### src/rtl/sprite_commit_pkg.sv
// Shared types and widths for the vblank-synchronous sprite commit controller.
package sprite_commit_pkg;

   typedef enum logic {
      IDLE = 1'b0,
      SCAN = 1'b1
   } state_t;

   localparam logic SEL_POS = 1'b0;
   localparam logic SEL_ATT = 1'b1;

   localparam int DEF_NUM_SPRITES = 8;
   localparam int X_W             = 10;
   localparam int Y_W             = 9;

endpackage

### src/rtl/sprite_shadow_regs.sv
// Per-sprite shadow copies of position/attribute writes plus dirty flags,
// with a host write port, one indexed read port and per-phase dirty clears.
module sprite_shadow_regs
   import sprite_commit_pkg::*;
#(
   parameter int NUM_SPRITES = DEF_NUM_SPRITES,
   parameter int IDX_W       = 3
) (
   input  logic             i_clk,
   input  logic             i_rst_n,
   input  logic             i_wr_en,
   input  logic [IDX_W-1:0] i_wr_idx,
   input  logic             i_wr_sel,
   input  logic [X_W-1:0]   i_wr_x,
   input  logic [Y_W-1:0]   i_wr_y,
   input  logic             i_wr_vis,
   input  logic [IDX_W-1:0] i_rd_idx,
   input  logic             i_clr_pos,
   input  logic             i_clr_att,
   output logic             o_wr_hit,
   output logic             o_any_dirty,
   output logic [X_W-1:0]   o_pos_x,
   output logic [Y_W-1:0]   o_pos_y,
   output logic             o_att_x0,
   output logic             o_att_y0,
   output logic             o_att_vis,
   output logic             o_dirty_pos,
   output logic             o_dirty_att
);

   logic [X_W-1:0]         r_pos_x [NUM_SPRITES];
   logic [Y_W-1:0]         r_pos_y [NUM_SPRITES];
   logic [NUM_SPRITES-1:0] r_att_x0;
   logic [NUM_SPRITES-1:0] r_att_y0;
   logic [NUM_SPRITES-1:0] r_att_vis;
   logic [NUM_SPRITES-1:0] r_dirty_pos;
   logic [NUM_SPRITES-1:0] r_dirty_att;
   logic [NUM_SPRITES-1:0] w_wr_hit;

   // Decoding by slot keeps out-of-range indices from touching any entry.
   always_comb begin
      w_wr_hit = '0;
      for (int i = 0; i < NUM_SPRITES; i++)
         w_wr_hit[i] = i_wr_en && (i_wr_idx == IDX_W'(i));
   end

   assign o_wr_hit    = |w_wr_hit;
   assign o_any_dirty = |{r_dirty_pos, r_dirty_att};

   always_ff @(posedge i_clk or negedge i_rst_n) begin
      if (!i_rst_n) begin
         for (int i = 0; i < NUM_SPRITES; i++) begin
            r_pos_x[i] <= '0;
            r_pos_y[i] <= '0;
         end
         r_att_x0    <= '0;
         r_att_y0    <= '0;
         r_att_vis   <= '0;
         r_dirty_pos <= '0;
         r_dirty_att <= '0;
      end else begin
         for (int i = 0; i < NUM_SPRITES; i++) begin
            if (w_wr_hit[i] && (i_wr_sel == SEL_POS)) begin
               r_pos_x[i]     <= i_wr_x;
               r_pos_y[i]     <= i_wr_y;
               r_dirty_pos[i] <= 1'b1;
            end else if (w_wr_hit[i] && (i_wr_sel == SEL_ATT)) begin
               r_att_x0[i]    <= i_wr_x[0];
               r_att_y0[i]    <= i_wr_y[0];
               r_att_vis[i]   <= i_wr_vis;
               r_dirty_att[i] <= 1'b1;
            end
            if (i_clr_pos && (i_rd_idx == IDX_W'(i)))
               r_dirty_pos[i] <= 1'b0;
            if (i_clr_att && (i_rd_idx == IDX_W'(i)))
               r_dirty_att[i] <= 1'b0;
         end
      end
   end

   always_comb begin
      o_pos_x     = '0;
      o_pos_y     = '0;
      o_att_x0    = 1'b0;
      o_att_y0    = 1'b0;
      o_att_vis   = 1'b0;
      o_dirty_pos = 1'b0;
      o_dirty_att = 1'b0;
      for (int i = 0; i < NUM_SPRITES; i++) begin
         if (i_rd_idx == IDX_W'(i)) begin
            o_pos_x     = r_pos_x[i];
            o_pos_y     = r_pos_y[i];
            o_att_x0    = r_att_x0[i];
            o_att_y0    = r_att_y0[i];
            o_att_vis   = r_att_vis[i];
            o_dirty_pos = r_dirty_pos[i];
            o_dirty_att = r_dirty_att[i];
         end
      end
   end

endmodule

### src/rtl/sprite_commit_ctrl.sv
// Commits buffered sprite writes during vblank: one scan step per cycle,
// position then attribute per slot, one registered load strobe per step.
module sprite_commit_ctrl
   import sprite_commit_pkg::*;
#(
   parameter int NUM_SPRITES = DEF_NUM_SPRITES,
   parameter int IDX_W       = 3
) (
   input  logic                   clk,
   input  logic                   rst,
   input  logic                   vblank,
   input  logic                   wr_en,
   input  logic [IDX_W-1:0]       wr_idx,
   input  logic                   wr_sel,
   input  logic [X_W-1:0]         wr_x,
   input  logic [Y_W-1:0]         wr_y,
   input  logic                   wr_vis,
   output logic                   wr_ready,
   output logic [X_W-1:0]         spr_x,
   output logic [Y_W-1:0]         spr_y,
   output logic                   spr_visible,
   output logic [NUM_SPRITES-1:0] load_pos,
   output logic [NUM_SPRITES-1:0] load_att,
   output logic                   busy,
   output logic                   commit_done
);

   localparam int                STEP_W    = IDX_W + 2;
   localparam logic [STEP_W-1:0] LAST_STEP = STEP_W'(2 * NUM_SPRITES);

   state_t                 r_state, w_state_nxt;
   logic [STEP_W-1:0]      r_step, w_step_nxt;
   logic                   r_vblank_q;
   logic                   w_rise, w_wr_acc, w_wr_hit, w_any_dirty;
   logic                   w_exec, w_done;
   logic [IDX_W-1:0]       w_slot;
   logic                   w_att_phase;
   logic [X_W-1:0]         w_rd_pos_x;
   logic [Y_W-1:0]         w_rd_pos_y;
   logic                   w_rd_att_x0, w_rd_att_y0, w_rd_att_vis;
   logic                   w_rd_dirty_pos, w_rd_dirty_att;
   logic                   w_clr_pos, w_clr_att;
   logic [NUM_SPRITES-1:0] w_load_pos_nxt, w_load_att_nxt;
   logic [X_W-1:0]         w_spr_x_nxt;
   logic [Y_W-1:0]         w_spr_y_nxt;
   logic                   w_spr_vis_nxt;

   assign busy        = (r_state == SCAN);
   assign wr_ready    = ~busy;
   assign w_wr_acc    = wr_en & wr_ready;
   assign w_rise      = vblank & ~r_vblank_q;
   assign w_slot      = r_step[IDX_W:1];
   assign w_att_phase = r_step[0];

   sprite_shadow_regs #(
      .NUM_SPRITES (NUM_SPRITES),
      .IDX_W       (IDX_W)
   ) u_shadow (
      .i_clk       (clk),
      .i_rst_n     (rst),
      .i_wr_en     (w_wr_acc),
      .i_wr_idx    (wr_idx),
      .i_wr_sel    (wr_sel),
      .i_wr_x      (wr_x),
      .i_wr_y      (wr_y),
      .i_wr_vis    (wr_vis),
      .i_rd_idx    (w_slot),
      .i_clr_pos   (w_clr_pos),
      .i_clr_att   (w_clr_att),
      .o_wr_hit    (w_wr_hit),
      .o_any_dirty (w_any_dirty),
      .o_pos_x     (w_rd_pos_x),
      .o_pos_y     (w_rd_pos_y),
      .o_att_x0    (w_rd_att_x0),
      .o_att_y0    (w_rd_att_y0),
      .o_att_vis   (w_rd_att_vis),
      .o_dirty_pos (w_rd_dirty_pos),
      .o_dirty_att (w_rd_dirty_att)
   );

   always_ff @(posedge clk or negedge rst) begin
      if (!rst) begin
         r_state    <= IDLE;
         r_step     <= '0;
         r_vblank_q <= 1'b0;
      end else begin
         r_state    <= w_state_nxt;
         r_step     <= w_step_nxt;
         r_vblank_q <= vblank;
      end
   end

   // A write landing on the vblank rising edge counts as pending for entry.
   always_comb begin
      w_state_nxt = r_state;
      w_step_nxt  = r_step;
      w_exec      = 1'b0;
      w_done      = 1'b0;
      case (r_state)
         IDLE: begin
            if (w_rise && (w_any_dirty || w_wr_hit)) begin
               w_state_nxt = SCAN;
               w_step_nxt  = '0;
            end
         end
         SCAN: begin
            if (!vblank) begin
               w_state_nxt = IDLE;
            end else if (r_step == LAST_STEP) begin
               w_state_nxt = IDLE;
               w_done      = 1'b1;
            end else begin
               w_exec     = 1'b1;
               w_step_nxt = r_step + 1'b1;
            end
         end
         default: w_state_nxt = IDLE;
      endcase
   end

   always_comb begin
      w_load_pos_nxt = '0;
      w_load_att_nxt = '0;
      w_spr_x_nxt    = spr_x;
      w_spr_y_nxt    = spr_y;
      w_spr_vis_nxt  = spr_visible;
      w_clr_pos      = 1'b0;
      w_clr_att      = 1'b0;
      if (w_exec && !w_att_phase && w_rd_dirty_pos) begin
         w_load_pos_nxt = NUM_SPRITES'(1) << w_slot;
         w_spr_x_nxt    = w_rd_pos_x;
         w_spr_y_nxt    = w_rd_pos_y;
         w_spr_vis_nxt  = w_rd_att_vis;
         w_clr_pos      = 1'b1;
      end else if (w_exec && w_att_phase && w_rd_dirty_att) begin
         w_load_att_nxt = NUM_SPRITES'(1) << w_slot;
         w_spr_x_nxt    = {{(X_W-1){1'b0}}, w_rd_att_x0};
         w_spr_y_nxt    = {{(Y_W-1){1'b0}}, w_rd_att_y0};
         w_spr_vis_nxt  = w_rd_att_vis;
         w_clr_att      = 1'b1;
      end
   end

   always_ff @(posedge clk or negedge rst) begin
      if (!rst) begin
         load_pos    <= '0;
         load_att    <= '0;
         spr_x       <= '0;
         spr_y       <= '0;
         spr_visible <= 1'b0;
         commit_done <= 1'b0;
      end else begin
         load_pos    <= w_load_pos_nxt;
         load_att    <= w_load_att_nxt;
         spr_x       <= w_spr_x_nxt;
         spr_y       <= w_spr_y_nxt;
         spr_visible <= w_spr_vis_nxt;
         commit_done <= w_done;
      end
   end

endmodule

### config.mk
export PLATFORM = sky130hd
export DESIGN_NAME = sprite_commit_ctrl
export DESIGN_NICKNAME = d
export VERILOG_FILES = /design/src/rtl/sprite_commit_pkg.sv /design/src/rtl/sprite_shadow_regs.sv /design/src/rtl/sprite_commit_ctrl.sv
export SDC_FILE = /design/constraint.sdc
export NUM_CORES = 1
export LEC_CHECK = 0
export ABC_CLOCK_PERIOD_IN_PS = 2630
export CAP_MARGIN = 20
export CORE_MARGIN = 5
export CORE_UTILIZATION = 55
export DETAILED_ROUTE_END_ITERATION = 6
export DONT_BUFFER_PORTS = 1
export GPL_TIMING_DRIVEN = 0
export PLACE_DENSITY = 0.7
export SLEW_MARGIN = 10
export SYNTH_ARGS = -nofsm -noshare
export SYNTH_HDL_FRONTEND = slang
export SYNTH_HIERARCHICAL = 1
export SYNTH_SLANG_ARGS = --single-unit
export TNS_END_PERCENT = 20
### constraint.sdc
create_clock -name clk -period 2.63 [get_ports clk]
set_input_delay 0.526 -clock clk [delete_from_list [all_inputs] [get_ports clk]]
set_output_delay 0.526 -clock clk [all_outputs]
set_load 0.05 [all_outputs]
==> out/qor.yml <==
yosys.area_share.simple: 0.0790
drive_gt1_frac: 0.345
setup_violations: 0
switching_share: 0.302
rsz0062_at_grt: "yes"
fin_crit_ns: 2.60
final_cells: 1210
dp_slack_ns: -0.913
drt_iter0_drc: 741
crit_type: "reg2reg"
htreeDepth: 1
clkTransAtPathRegs_ns: 0.07
fmaxAchievable_mhz: 384
synthTopCellsByArea: "dfrtp_1 (53%), mux2_2 (16%), mux4_2 (4.9%)"
seq_area_frac_synth: 0.531
slew-limit-headroom: 0.439
overflow: 0
die_x_microns: 152
synth_edf_count: 0
vdd_drop_max_v: 0.000417
cts_root_buffer: "clkbuf_16"
synth_area_sq_um: 11100
ys_warn_count: 6
mostFrequentLayoutCells: "dfrtp_1 (233), mux2_2 (155), a21oi_1 (50)"
grt_max_degree: 237
seq_power_share: 0.506
synth.avg_cell_area_sq_um: 12.7
final_common_cell: "dfrtp_1"
worstSetupEndpointType: "flop"
hp-class: "in2async"
start_util: 0.554
grt_pass1_wl_microns: 45400
synth-xor-area-share: 0
core_sq_um: 20100
via_per_inst: 6.37
drv_cap: 0
synthAdderAreaFrac: 0.00225
synthFlopType: "dfrtp_1"
p_leak_nw: 5.42
p_per_area_nw_per_um2: 878
drv_slew: 0
violations: "negative hold slack"
n_fill_cell: 1554
worst_pin_slew_ns: 0.834
vias: 7705
fin_ws_ns: 0.0260
dp_hpwl_microns: 18200
cts_inserted_buffers: 25
r2r_slack_ns: 0.03
crit_buf_inv: 5
diodes: 0
synth_cell_types: 44
skew_ns: 0.0186
dr.pass1.iters: 7
worstPathCellList: "buf_12, buf_12, buf_12, a21oi_4, o21ai_2, a21oi_2, nand2b_1, or3_4, inv_4, buf_8, nand2_2, o32a_1"
multi_input_area_sq_um: 4900
dpl.cell_count: 1145
syn_inst: 875
synth_seq_cells: 236
syn-num-nets: 905
cts_tree: "done"
yosysTopAreaCell: "dfrtp_1"
clkPwrFrac: 0.311
clk_latency_ns: 0.53
flow.area_growth_from_synthesis_pct: 13.0
seqCellArea_sq_um: 5910
p_int_mw: 7.70
grt_antenna_before_repair: 0
drtAntennaViolNets: 0
wl_per_cell_microns: 24.2
synth_top_area_frac: 0.531
grt_use_total: 0.247
gp_congestion: 0.964
synth_top_family_by_area: "multiplexers"
cts_buffer_depth: 3
synth_compound_area_frac: 0.0969
synthArstFlopShare: 1.00
numClockSinks: 236
path_max_fanout: 10
cp.arrival_ns: 3.01
required_ns: 3.04
crit_top_cell: "buf_12"
start_kind: "flop"
fin_crit_sh: 0.990
finalHoldViolCount: 236
drc: 0
outcome: "complete, but fails checks"
nets: 951
synth_mux_area_frac: 0.257
finalWirelength_microns: 29300
row_count: 52
p_switching_mw: 3.34
grt_pass1_vias: 7697
die-area_sq_um: 23200
die_y_microns: 152
combPwrFrac: 0.183
crit_path_max_incr_delay_ns: 0.45
whs_ns: -0.306
portBuffers: 0
cp_slowest_cell: "dfrtp_2"
ios: 67
path_delay_family: "compound AO/OA/AOI/OAI gates"
## timing repair
item	in CTS	in global routing
endpoints found under the hold margin	236	236
setup buffers	5	14
endpoints found under the setup margin	52	87
gates resized for setup	37	21
pin swaps	2	5
cloned	0	1
## state kept, by name, indices dropped and copies added (netlist names), 9 cells and up
register and cells:
u_shadow/r_pos_x 80, u_shadow/r_pos_y 72, spr_x 10, spr_y 9
## power groups by stage
stage	clock network (mW)	logic (mW)	registers, mW
after floorplan	0	1.55	5.44
after global placement	0	1.82	5.60
after detailed placement	0	1.88	5.63
after CTS	3.49	1.93	5.58
after global routing	3.64	2.19	5.70
final	3.43	2.02	5.59
## layout make-up
class                      instances  share of cell area
multi-input combinational        566               0.389
inverter                          12             0.00378
clock inverter                    13             0.00746
timing repair buffer              20              0.0133
clock buffer                      33              0.0561
tap                              270              0.0269
sequential                       236               0.470
buffer                            60              0.0335
## per-layer routing
| layer | up-vias | GRT usage | part of all wire |
|---|---|---|---|
| li1 | 3337 | - | - |
| met2 | 309 | 0.383 | 0.46 |
| met5 | - | 0 | 0 |
| met3 | 66 | 0.0494 | 0.083 |
| met1 | 3993 | 0.356 | 0.43 |
| met4 | 0 | 0.0732 | 0.028 |
## cell usage after synthesis, drive strengths merged, types with 4 or more instances
cell	count
a22o	17
mux2i	26
mux4	24
a2111oi	24
mux2	177
buf	42
clkbuf	19
nor3	15
inv	11
nand3	24
nand4	4
nand2b	30
dfrtp	236
or3	4
o21ai	48
nand2	32
o32a	10
nor2	41
nor4	8
a32o	5
a21oi	52
## cells by family (layout without fill, tap and decap cells)
logic type               after synthesis  count (layout)
buffers and inverters                 73             138
AND/OR/NAND/NOR                      172             172
flip-flops                           236             236
AO/OA/AOI/OAI                        165             165
adder cells (fa/ha/maj)                2               2
multiplexers                         227             227
## per-stage QoR
step           hold WS, ns  power [mW]  utilization  TNS (ns)  instance area [sq um]
2_1_floorplan        0.230        6.98            -         0                  11100
3_3_place_gp         0.240        7.41        0.570    -25.56                  11500
3_5_place_dp         0.242        7.51        0.570    -28.49                  11500
4_1_cts             -0.319        11.0        0.617   -0.0149                  12400
5_1_grt             -0.327        11.5        0.626   -0.0843                  12600
6_report            -0.306        11.0        0.626         0                  12600
## final timing paths
path	from	to	depth (start not counted)
worst max-delay path	r_step[1]	u_shadow/r_dirty_pos[4]	12
worst min-delay path	rst	u_shadow/r_dirty_att[7]	0
worst max register to register	r_step[1]	u_shadow/r_dirty_pos[4]	12
worst min register to register	u_shadow/r_pos_x[52]	u_shadow/r_pos_x[52]	1
max in group asynchronous	rst	u_shadow/r_pos_y[31]	0
min in group clk	vblank	r_vblank_q	0
Power figures use the tool's default switching activity.
